<file path="src/rtl/branch_resolve_unit.sv">
// -----------------------------------------------------------------------------
// branch_resolve_unit
//   Resolves one RV32I conditional branch at a time. A request is captured in
//   IDLE, evaluated for one cycle in EVAL, presented in RESP until the consumer
//   accepts it and, for taken branches, followed by FLUSH_CYCLES cycles of flush.
//
//   Optional build macro: BRANCH_STATS_EN enables the saturating taken/not-taken
//   counters; without it taken_cnt and nt_cnt are constant zero.
//
// Ports
//   clk        : clock, all state updates on the rising edge
//   rst_n      : asynchronous active-low reset
//   req_valid  : branch request present
//   req_ready  : block can accept a request (IDLE only)
//   funct3     : B-type branch condition
//   eq/lt/ltu  : operand comparison flags (equal, signed less, unsigned less)
//   pc, imm    : branch address and sign-extended offset
//   resp_valid : result valid (RESP only)
//   resp_ready : consumer accepts the result
//   taken      : branch taken
//   target     : pc + imm, meaningful only while taken = 1
//   err        : illegal funct3 or misaligned taken target
//   flush      : pipeline flush request (FLUSH only)
//   taken_cnt  : taken-branch count
//   nt_cnt     : not-taken-branch count (error responses excluded)
// -----------------------------------------------------------------------------
module branch_resolve_unit #(
  parameter int unsigned FLUSH_CYCLES = 2
) (
  input  logic        clk,
  input  logic        rst_n,
  input  logic        req_valid,
  output logic        req_ready,
  input  logic [2:0]  funct3,
  input  logic        eq,
  input  logic        lt,
  input  logic        ltu,
  input  logic [31:0] pc,
  input  logic [31:0] imm,
  output logic        resp_valid,
  input  logic        resp_ready,
  output logic        taken,
  output logic [31:0] target,
  output logic        err,
  output logic        flush,
  output logic [15:0] taken_cnt,
  output logic [15:0] nt_cnt
);

  typedef enum logic [1:0] {
    IDLE,
    EVAL,
    RESP,
    FLUSH
  } state_t;

  localparam logic [2:0] FLUSH_LOAD = 3'(FLUSH_CYCLES);

  state_t      state, state_nxt;

  logic [2:0]  f3_q;
  logic        eq_q, lt_q, ltu_q;
  logic [31:0] pc_q, imm_q;

  logic        taken_q, err_q;
  logic [31:0] target_q;
  logic [2:0]  cnt_q;

  logic        hs_req, hs_resp;
  logic        eval_taken, eval_err;
  logic [31:0] eval_target;

  // req_ready is gated by rst_n so it reads 0 while reset is held.
  assign req_ready  = rst_n & (state == IDLE);
  assign hs_req     = req_valid & req_ready;
  assign hs_resp    = (state == RESP) & resp_ready;

  assign resp_valid = (state == RESP);
  assign flush      = (state == FLUSH);
  assign taken      = taken_q;
  assign target     = target_q;
  assign err        = err_q;

  // ---------------------------------------------------------------------------
  // FSM
  // ---------------------------------------------------------------------------
  always_ff @(posedge clk or negedge rst_n) begin
    if (!rst_n) state <= IDLE;
    else        state <= state_nxt;
  end

  always_comb begin
    state_nxt = state;
    case (state)
      IDLE:    if (hs_req) state_nxt = EVAL;
      EVAL:    state_nxt = RESP;
      RESP:    if (resp_ready) state_nxt = taken_q ? FLUSH : IDLE;
      FLUSH:   if (cnt_q <= 3'd1) state_nxt = IDLE;
      default: state_nxt = IDLE;
    endcase
  end

  // ---------------------------------------------------------------------------
  // Branch condition evaluation on the captured request
  // ---------------------------------------------------------------------------
  always_comb begin
    eval_taken  = 1'b0;
    eval_err    = 1'b0;
    eval_target = pc_q + imm_q;   // carry-out intentionally dropped
    case (f3_q)
      3'b000:  eval_taken = eq_q;
      3'b001:  eval_taken = ~eq_q;
      3'b100:  eval_taken = lt_q;
      3'b101:  eval_taken = ~lt_q;
      3'b110:  eval_taken = ltu_q;
      3'b111:  eval_taken = ~ltu_q;
      default: eval_err   = 1'b1;
    endcase
    // A misaligned taken target is flagged but the branch is still reported taken.
    if (eval_taken && (eval_target[1:0] != 2'b00)) eval_err = 1'b1;
  end

  // ---------------------------------------------------------------------------
  // Datapath registers
  // ---------------------------------------------------------------------------
  always_ff @(posedge clk or negedge rst_n) begin
    if (!rst_n) begin
      f3_q     <= '0;
      eq_q     <= 1'b0;
      lt_q     <= 1'b0;
      ltu_q    <= 1'b0;
      pc_q     <= '0;
      imm_q    <= '0;
      taken_q  <= 1'b0;
      err_q    <= 1'b0;
      target_q <= '0;
      cnt_q    <= '0;
    end else begin
      if (hs_req) begin
        f3_q  <= funct3;
        eq_q  <= eq;
        lt_q  <= lt;
        ltu_q <= ltu;
        pc_q  <= pc;
        imm_q <= imm;
      end
      if (state == EVAL) begin
        taken_q  <= eval_taken;
        err_q    <= eval_err;
        target_q <= eval_target;
      end
      if (hs_resp && taken_q)  cnt_q <= FLUSH_LOAD;
      else if (state == FLUSH) cnt_q <= cnt_q - 3'd1;
    end
  end

  // ---------------------------------------------------------------------------
  // Optional branch statistics
  // ---------------------------------------------------------------------------
`ifdef BRANCH_STATS_EN
  logic [15:0] taken_cnt_q, nt_cnt_q;

  always_ff @(posedge clk or negedge rst_n) begin
    if (!rst_n) begin
      taken_cnt_q <= '0;
      nt_cnt_q    <= '0;
    end else if (hs_resp) begin
      if (taken_q) begin
        if (taken_cnt_q != '1) taken_cnt_q <= taken_cnt_q + 16'd1;
      end else if (!err_q) begin
        if (nt_cnt_q != '1) nt_cnt_q <= nt_cnt_q + 16'd1;
      end
    end
  end

  assign taken_cnt = taken_cnt_q;
  assign nt_cnt    = nt_cnt_q;
`else
  assign taken_cnt = '0;
  assign nt_cnt    = '0;
`endif

endmodule
</file>
<file path="config.mk">
export PLATFORM = sky130hd
export DESIGN_NAME = branch_resolve_unit
export DESIGN_NICKNAME = d
export VERILOG_FILES = /design/src/rtl/branch_resolve_unit.sv
export SDC_FILE = /design/constraint.sdc
export NUM_CORES = 1
export LEC_CHECK = 0
export ABC_AREA = 0
export ABC_CLOCK_PERIOD_IN_PS = 7010
export BUFFER_PORTS_ARGS = -buffer_cell sky130_fd_sc_hd__buf_2
export CAP_MARGIN = 20
export CORE_ASPECT_RATIO = 0.6
export CORE_MARGIN = 2
export CORE_UTILIZATION = 50
export DETAILED_ROUTE_END_ITERATION = 16
export PLACE_DENSITY = 0.75
export SLEW_MARGIN = 30
export SYNTH_ARGS = -nofsm -noshare
export SYNTH_HDL_FRONTEND = slang
export SYNTH_SLANG_ARGS = --single-unit
</file>
<file path="constraint.sdc">
create_clock -name clk -period 7.01 [get_ports clk]
set_input_delay 1.0515 -clock clk [delete_from_list [all_inputs] [get_ports clk]]
set_output_delay 1.0515 -clock clk [all_outputs]
set_load 0.1 [all_outputs]
</file>
==> run metrics <==
Post-synth EDFFs 0; largest cells by area after synthesis dfrtp_1 (43%), mux2_2 (12%), ha_1 (6.5%); first-pass GRT wire length 23.4 mm; diodes inserted 0; cell taking the most area after synthesis dfrtp_1; Vias/cell 5.50; nets@finish 822; initial antenna violation count 0; PortBufs 110; post-synth top area share 0.431; Die Span X 149 um; TNS Setup 0 ns; Core Rows 31; Peak Freq 0.293 GHz; vias in the first global route 4549; largest net degree at the start of global routing 75; RR Startpoint imm_q[0]$_DFFE_PN0P_; Clock Sinks 109; sequential cell area fraction in the yosys report 0.431; Core ar. 12200 sq um; final worst path period share 0.487; Die ar. 13600 sq um; Yosys Warn Count 0; WL/cell 16.4 um; Total Routed Length 14.5 mm; CTS Hold Bufs 0; ANT nets after route 0; Max transition margin 0.363; CP arrival 2.36 ns; clk_lat worst skew 0.35 ns; DR pass1 iterations 4; Total GRT Usage 0.219; Synth Flop Type dfrtp_1; Tmin final 3.41 ns; Final Skew 0.00901 ns; Cell Area, Synth 6320 sq um; I/O Pins 143; Starting Density 0.519; reg-to-reg setup timing slack 3.92 ns; H-tree levels 3; layout cells sized above 1 0.292; ys async rst share 1.00; Setup CP Type primary input to primary output; hold path startpoint target[8]$_DFFE_PN0N_; Cells after Synth 619; die height 91.1 um; DRC Markers 0; Min-Delay Path Class register to register; Slew @ Worst Pin 0.955 ns; Synth Area per Inst 10.2 sq um; post-DP HPWL 11.1 mm; GPL Wtd Cong 0.927; r2r worst-path depth 10; drt first-iter violations 342; commonest cells after routing, fill and taps aside dfrtp_1 (109), buf_2 (109), mux2_2 (68); WHS Path Cells 2; total CTS buffers 9; Max Transition Viols Final 0; critical path fanouts, max 53; MaxCap Viol Count 0; Max Root-Sink Buffers 2; postcts setup bufs 0; Hold Path End target[8]$_DFFE_PN0N_; Setup Viol. Count Final 0; Area growth syn-to-layout 12.6%; count of final hold-check violations 0; crit path launch type primary input; CP Capture Type primary output; CTS tree yes; CP Launch Point rst_n; status completed; grt ovf 0; synth unique cells 58; Root Buffer clkbuf_16; unrepaired setup endpoints after global routing no; FF-to-FF End target[30]$_DFFE_PN0N_; worst endpoint required time 5.96 ns; post-CTS resize count 0; Largest stage delay, worst path 0.51 ns; via count 4859; #FFs+latches synth 109; Slowest cell on crit path buf_4; CTS clk-pin slew, worst paths 0.07 ns; Critical Path, Cell by Cell buf_4 > nor3b_1 > buf_2
[per-layer routing]
| metal | up-vias | track usage | wire length (um) |
|---|---|---|---|
| li1 | 2327 | - | - |
| met4 | 0 | 0.0389 | 114 |
| met5 | - | 0 | 0 |
| met2 | 165 | 0.302 | 5770 |
| met3 | 11 | 0.0533 | 1040 |
| met1 | 2356 | 0.347 | 7570 |
[metrics by stage]
stage | instances | utilization | hold WS [ns] | setup slack [ns] | cell area (sq um)
2_1_floorplan | 650 | - | 0.480 | 2.41 | 6440
3_3_place_gp | 868 | 0.562 | 0.457 | 3.60 | 6850
3_5_place_dp | 868 | 0.562 | 0.466 | 3.57 | 6850
4_1_cts | 884 | 0.585 | 0.482 | 3.56 | 7120
5_1_grt | 884 | 0.585 | 0.523 | 3.50 | 7120
6_report | 884 | 0.585 | 0.477 | 3.60 | 7120
[registers in the layout, summed over array words and instances (netlist names)]
name,cells
eq_q,1
err,1
cnt_q,3
pc_q,32
lt_q,1
target,32
taken,1
state,2
f3_q,3
imm_q,32
ltu_q,1
[kinds of logic (layout without fill, tap and decap cells)]
group | count (synthesis) | count (layout) | share of synthesized area
xor gates and xnor gates | 26 | 26 | 0.0360
other | 1 | 32 | 0.000593
adders and majority gates | 34 | 34 | 0.0685
AOI/OAI and AO/OA | 163 | 163 | 0.168
muxes | 71 | 71 | 0.126
buffers and inverters | 80 | 149 | 0.0716
and+or+nand+nor | 135 | 135 | 0.0978
DFF | 109 | 109 | 0.431
[worst max path at each step]
stage / to / slack [ns] / cells past startpoint
5_1_grt: req_ready / 3.50 / 3
3_5_place_dp: req_ready / 3.57 / 3
2_1_floorplan: eq_q$_DFFE_PN0P_ / 2.41 / 5
3_3_place_gp: req_ready / 3.60 / 3
4_1_cts: req_ready / 3.56 / 3
6_report: req_ready / 3.60 / 3
[Yosys cell counts, types with 7 or more instances]
master      n
inv_1      20
nor2_1     24
nand2_1    65
nand3_1     7
a31oi_1     7
xnor2_1    12
o21ai_0    46
ha_1       33
buf_4      34
a21o_1     10
dfrtp_1   109
xor2_1     14
mux2_2     68
clkbuf_1   17
a21oi_1    45
[cell type report]
| cell class | instances | area, sq um |
|---|---|---|
| clock buffer | 10 | 229 |
| clock inverter | 6 | 46.3 |
| fill | 1064 | 5060 |
| inverter | 20 | 75.1 |
| multi-input combinational | 461 | 3260 |
| sequential | 109 | 2730 |
| tap | 165 | 206 |
| timing repair buffer | 113 | 576 |
[worst max-delay path: cells and delay by family]
kind          cells  cell delay [ns]
simple gates      1             0.31
buf+inv           2             0.98
Power is left out: the tool's default activity adds up to more than one toggle a clock period on the data nets, which glitch-free logic cannot reach.
